===== config.mk =====
export PLATFORM = sky130hd
export DESIGN_NAME = r8_booth_encoder_seq
export DESIGN_NICKNAME = d
export VERILOG_FILES = /design/src/rtl/r8_booth_encoder_seq.sv
export SDC_FILE = /design/constraint.sdc
export NUM_CORES = 1
export LEC_CHECK = 0
export BUFFER_PORTS_ARGS = -buffer_cell sky130_fd_sc_hd__buf_2
export CAP_MARGIN = 30
export CELL_PAD_IN_SITES_DETAIL_PLACEMENT = 1
export CELL_PAD_IN_SITES_GLOBAL_PLACEMENT = 2
export CORE_ASPECT_RATIO = 0.5
export CORE_MARGIN = 1.5
export CORE_UTILIZATION = 33
export CTS_BUF_LIST = sky130_fd_sc_hd__clkbuf_8
export CTS_CLUSTER_SIZE = 12
export DETAILED_ROUTE_END_ITERATION = 8
export GPL_ROUTABILITY_DRIVEN = 0
export PLACE_DENSITY = 0.87
export SLEW_MARGIN = 20
export SYNTH_ARGS = -nofsm -noshare
export SYNTH_HDL_FRONTEND = slang
export SYNTH_SLANG_ARGS = --single-unit
export TNS_END_PERCENT = 10

===== constraint.sdc =====
create_clock -name clk -period 1.8 [get_ports clk]
set_input_delay 0 -clock clk [delete_from_list [all_inputs] [get_ports clk]]
set_output_delay 0 -clock clk [all_outputs]
set_load 0.05 [all_outputs]

===== src/rtl/r8_booth_encoder_seq.sv =====
// Sequential radix-8 Booth encoder: one 5-bit selector word per cycle,
// least-significant digit first, valid/ready on both sides.
module r8_booth_encoder_seq #(
   parameter  int N  = 16,
   localparam int G  = (N + 2) / 3,
   localparam int IW = (G > 1) ? $clog2(G) : 1
) (
   input  logic          clk,
   input  logic          rst_n,
   input  logic          in_valid,
   output logic          in_ready,
   input  logic [N-1:0]  in_y,
   output logic          out_valid,
   input  logic          out_ready,
   output logic [4:0]    out_sel,
   output logic [IW-1:0] out_idx,
   output logic          out_last,
   output logic          busy
);

   localparam int W = 3 * G + 1;

   typedef enum logic {
      IDLE,
      RUN
   } state_t;

   state_t        state;
   logic [W-1:0]  sreg;
   logic [IW-1:0] idx;
   logic [3*G-1:0] y_ext;
   logic          run;
   logic          last;
   logic [4:0]    sel;

   generate
      if (3 * G > N) begin : g_ext
         assign y_ext = {{(3 * G - N){in_y[N-1]}}, in_y};
      end else begin : g_noext
         assign y_ext = in_y;
      end
   endgenerate

   assign run       = (state == RUN);
   assign last      = run && (idx == IW'(G - 1));
   assign busy      = run;
   assign out_valid = run;
   assign out_last  = last;
   assign out_idx   = run ? idx : '0;
   assign out_sel   = run ? sel : '0;
   assign in_ready  = !run || (last && out_ready);

   // Window {Y[3i+2],Y[3i+1],Y[3i],Y[3i-1]}; 0000 and 1111 both encode zero
   always_comb begin
      sel = '0;
      unique case (sreg[3:0])
         4'b0001, 4'b0010: sel = 5'b00001;
         4'b0011, 4'b0100: sel = 5'b00010;
         4'b0101, 4'b0110: sel = 5'b00100;
         4'b0111:          sel = 5'b01000;
         4'b1000:          sel = 5'b11000;
         4'b1001, 4'b1010: sel = 5'b10100;
         4'b1011, 4'b1100: sel = 5'b10010;
         4'b1101, 4'b1110: sel = 5'b10001;
         default:          sel = 5'b00000;
      endcase
   end

   always_ff @(posedge clk or negedge rst_n) begin
      if (!rst_n) begin
         state <= IDLE;
         sreg  <= '0;
         idx   <= '0;
      end else begin
         unique case (state)
            IDLE: begin
               if (in_valid) begin
                  sreg  <= {y_ext, 1'b0};
                  idx   <= '0;
                  state <= RUN;
               end
            end
            RUN: begin
               if (out_ready) begin
                  if (!last) begin
                     sreg <= {{3{sreg[W-1]}}, sreg[W-1:3]};
                     idx  <= idx + IW'(1);
                  end else if (in_valid) begin
                     sreg <= {y_ext, 1'b0};
                     idx  <= '0;
                  end else begin
                     state <= IDLE;
                  end
               end
            end
            default: state <= IDLE;
         endcase
      end
   end

endmodule

* Yosys cells after proc, flatten, opt, wreduce, memory -nomap -nowiden
Memories as Yosys holds them, arrays and structs flattened. Index checks and enable logic that the tools add are counted.
Operators by class: order comparisons 0, bitwise gates (word level) 1, multiplexer cells 14, reductions and logical operators 5, div/mod/pow operators 0, add/sub/neg operators 1, shift-type cells 0, equal/unequal tests 3, multipliers 0
Operators with widths (number):
- 19-bit two-way mux | 3
- 19-bit case mux with 2 select lines | 1
- 3-bit two-way mux | 4
- 3-bit case mux with 2 select lines | 1
- 5-bit two-way mux | 1
- 3-bit by 1-bit adder with 3-bit output, second input constant | 1
- 3-bit equality test, second input constant | 1
- 1-bit two-way mux | 3
- 1-bit logical AND | 2
- 2-bit by 1-bit inequality test with 1-bit output, second input constant | 1
- 2-bit inequality test, second input constant | 1
- 1-bit case mux with 2 select lines | 1
- 2-bit AND reduction | 1
- 1-bit logical NOT | 1
- 1-bit logical OR | 1
- 1-bit inverter | 1
Storage, ports and cells: latch bits 0, register bits 23, RAM bits 0, bits of input ports 20, memories kept 1, bits in read-only memories 80
Memories:
- (no name shown) | words 16, width 5, read ports 1, clocked after memory_dff 0, write ports 0, line 56 | unique case (sreg[3:0])

* Logic depth before layout (Yosys ltp)
word-level depth 5, gate-level depth with buffers 7, gate-level depth less buffers 5

* Worst setup path before layout
OpenSTA, ideal clock, no wires.
path kind flip-flop to flip-flop, from register state (netlist: busy), to register sreg[2], slack 0.025 ns, cell stages (with the launch flop) 4, arrival time 1.647 ns, library setup time 0.128 ns, buffers on the path 0, path through dfrtp_1 -> a21boi_4 -> mux2_2 -> mux2_1
Between the ends: longest elaborated chain between the ends 4, elaborated cells on any way between the ends 6
Ends and longest elaborated chain:
- from (decl) | line 28 | state_t state;
- from (signal assigned) | line 71 | state <= IDLE;
- from (signal assigned) | line 80 | state <= RUN;
- from (signal assigned) | line 92 | state <= IDLE;
- 1-bit logical AND | line 45 | assign last = run && (idx == IW'(G - 1));
- 19-bit two-way mux | line 85 | if (!last) begin
- 19-bit two-way mux | line 84 | if (out_ready) begin
- 19-bit case mux with 2 select lines | line 75 | unique case (state)
- to (signal assigned) | line 78 | sreg <= {y_ext, 1'b0};
- to (signal assigned) | line 86 | sreg <= {{3{sreg[W-1]}}, sreg[W-1:3]};
- to (signal assigned) | line 89 | sreg <= {y_ext, 1'b0};
- to (decl) | line 29 | logic [W-1:0] sreg;
Parallel ways exist; a longest one is shown, timed or not. The select of a mux whose other input is x is not followed. A chain may end at the register's enable or synchronous reset.

* Worst setup path after layout
from register idx[0], to register sreg[8]
Between the ends: longest elaborated chain between the ends 5
Ends and longest elaborated chain:
- from (decl) | line 30 | logic [IW-1:0] idx;
- from (signal assigned) | line 87 | idx <= idx + IW'(1);
- 3-bit equality test | line 45
- 1-bit logical AND | line 45
- 19-bit two-way mux | line 85
- 19-bit two-way mux | line 84
- 19-bit case mux with 2 select lines | line 75
No other way between the ends. The select of a mux whose other input is x is not followed.

==> metrics.csv <==
stage;metric;value;unit
cts;h-tree-depth;1;
detailed_routing;wl_per_cell;15.04;um
global_route;grt_use_total;0.1647;
sta;period_share;0.9269;
detailed_routing;vias;1056;
pwr;leakage;0.9030;nW
sta;fmax;0.5993;GHz
logic_synthesis;synth_compound_area_frac;0.1660;
logic_synthesis;synth_cell_types;30;
die;fp.coreArea;3491;um2
sta;finalMaxSlewViolations;0;
die;initial_core_util;0.3520;
place;hpwl;2214;um
finish;nets;191;
die;die-area;4121;um2
logic_synthesis;synth-seq-area-share;0.4684;
sta;worst_pin_slew;0.5246;ns
cts;cts-root-buf;clkbuf_8;
cts;numCtsBuffers;3;
logic_synthesis;synthArstFlopShare;1.000;
setup_path;path_buf_inv;1;
place;port_buffers;31;
logic_synthesis;synthMuxAreaShare;0.08554;
run;maxCapViolations;0;
setup_path;max_stage_delay;0.43;ns
global_route;overflow;0;
detailed_routing;drc;0;
pwr;ir_worst_vdd;0.3926;mV
setup_path;cp_top_family;compound AO/OA/AOI/OAI gates;
detailed_routing;drtAntennaViolNets;0;
logic_synthesis;syn_inst;119;
sta;final.min_clock_period;1.668;ns
setup_path;crit_slowest_cell;dfrtp_1;
sta;setup_viol;0;
global_route;grt_pass1_vias;1048;
setup_path;critPathKind;flop to flop;
die;rows;15;
sta;slew_headroom;0.6503;
finish;fin_util;0.4638;
sta;hold_viol_final;0;
cts;cts_buffer_depth;2;
cts;cts_tree;done;
finish;drive_gt1_frac;0.2952;
setup_path;start_kind;flop;
finish;final_cell_area;1619;um2
global_route;grt_max_degree;24;
logic_synthesis;ys_ff_latch;23;
logic_synthesis;synthXorXnorAreaFrac;0.007128;
global_route;antenna_found_initial;0;
logic_synthesis;ys_warn_count;0;
detailed_routing;totalWireLength;3263;um
die;dieWidth;89.30;um
setup_path;critPathMaxFanout;13;
finish;antennaDiodeCount;0;
logic_synthesis;synth_area;1229;um2
logic_synthesis;ys.flop_type;dfrtp_1;
die;ios;32;
logic_synthesis;synth-edff-count;0;
pwr;power_density;1758;nW/um2
setup_path;required;1.94;ns
min_path;min_path_type;input pin to flop;
finish;syn2layout_area_growth;31.77;%
die;die_h;46.15;um
detailed_routing;first_pass_iters;7;
logic_synthesis;yosys.area_share.simple;0.09267;
detailed_routing;vias_per_cell;4.866;
cts;cts.clk_slew.worst_paths;0.09;ns
place;placed_cell_area;1438;um2
sta;rsz0062_at_grt;false;
sta;finalClockSkew;0.009527;ns
run_status;status;finished clean;
detailed_routing;drt_iter0_markers;96;
setup_path;crit_path_end_kind;flop;
logic_synthesis;synth-adder-area-share;0.04073;
logic_synthesis;synth_area_per_cell;10.33;um2
logic_synthesis;synth_top_family_by_area;compound AO/OA/AOI/OAI gates;
cts;cts_sinks;23;
cts;clk_latency;0.27;ns
setup_path;cp.arrival;1.81;ns
sta;fin_tns_setup;0;ns
logic_synthesis;synth_nets;143;
setup_path;crit_chain;ha_2, a21boi_4, o21ai_1, buf_4, a222oi_1;
global_route;grt_pass1_wl;5009;um
-- final cells by class --
| class | instances | area (um2) |
|---|---|---|
| fillers | 418 | 1872 |
| flip-flops and latches | 23 | 575.6 |
| multi-input cells | 56 | 484.2 |
| repair buffers | 50 | 325.3 |
| inverters | 33 | 123.9 |
| well taps | 51 | 63.81 |
| clock buffers | 3 | 41.29 |
| clock inverters | 1 | 5.005 |
-- report_power, final --
part	switching, mW	total, mW	leakage (nW)	internal (mW)
registers	0.159	0.911	0.252	0.751
clock network	0.171	0.326	0.0255	0.155
logic	1.02	1.61	0.625	0.588
-- tightest hold or removal path, stage by stage --
cell and delay, ns:
buf_2 0.10, inv_1 0.04, a222oi_1 0.08
-- repair_timing --
item,in CTS,in global routing
buffers inserted,0,3
hold endpoints to repair,34,0
setup endpoints to repair,0,2
gates resized for setup,0,1
hold buffers,11,0
-- registers in the layout (all words and copies together) (netlist names) --
name / count
busy: 1
idx: 3
sreg: 19
-- synthesized netlist by cell type, types with 2 or more instances --
master | instances | area share
clkbuf_1 | 2 | 0.0061
mux2i_1 | 6 | 0.049
a22oi_1 | 2 | 0.012
and2_1 | 4 | 0.020
buf_6 | 2 | 0.018
nand2b_1 | 3 | 0.015
nand2_1 | 3 | 0.0092
ha_1 | 4 | 0.041
a222oi_1 | 12 | 0.098
buf_2 | 2 | 0.0081
dfrtp_1 | 23 | 0.47
a22o_1 | 2 | 0.014
and3_1 | 3 | 0.015
inv_1 | 33 | 0.10
mux2_2 | 3 | 0.027
-- cell usage in the layout (no fill, tap or decap), drive strengths merged, types with 3 or more instances in the layout --
cell type,netlist,final
buf,5,39
inv,33,33
dfrtp,23,23
a222oi,12,12
dlygate4sd3,0,11
mux2i,6,6
and2,5,5
mux2,4,4
ha,4,4
and3,3,3
nand2,3,3
nand2b,3,3
clkbuf,2,3
-- cells by family after synthesis --
logic type / after synthesis
buffers and inverters: 40
AND/OR/NAND/NOR: 19
XOR/XNOR: 1
AO/OA/AOI/OAI: 22
adder cells (fa/ha/maj): 4
multiplexers: 10
flip-flops: 23
-- path summary, 6_finish.rpt --
kind,cells after the start,endpoint,slack (ns),startpoint
min in group asynchronous,2,busy$_DFF_PN0_,0.23,rst_n
worst max register to register,5,sreg[8]$_DFFE_PN0P_,0.13,idx[0]$_DFFE_PN0P_
worst min-delay path,3,sreg[11]$_DFFE_PN0P_,0.003,in_y[10]
max in group asynchronous,2,sreg[6]$_DFFE_PN0P_,1.21,rst_n
worst max-delay path,5,sreg[8]$_DFFE_PN0P_,0.13,idx[0]$_DFFE_PN0P_
worst min register to register,2,sreg[14]$_DFFE_PN0P_,0.54,sreg[14]$_DFFE_PN0P_
-- metrics by stage --
step           std cells  hold slack [ns]  power, mW  worst slack [ns]
4_1_cts              214          0.01064      2.810           0.06482
3_3_place_gp         199         0.004959      2.388            0.1688
3_5_place_dp         199         0.008561      2.463           0.07672
5_1_grt              217         0.003307      3.026          0.005850
2_1_floorplan        119          -0.2956      2.085           0.02504
6_report             217         0.003023      2.846            0.1315
-- per-layer routing --
layer / part of all wire / track usage
met4: 0.012 / 0.03077
met3: 0.059 / 0.04480
met1: 0.43 / 0.2051
met5: 0 / 0
met2: 0.50 / 0.2947
No activity file was read; power rests on OpenSTA's default activity.
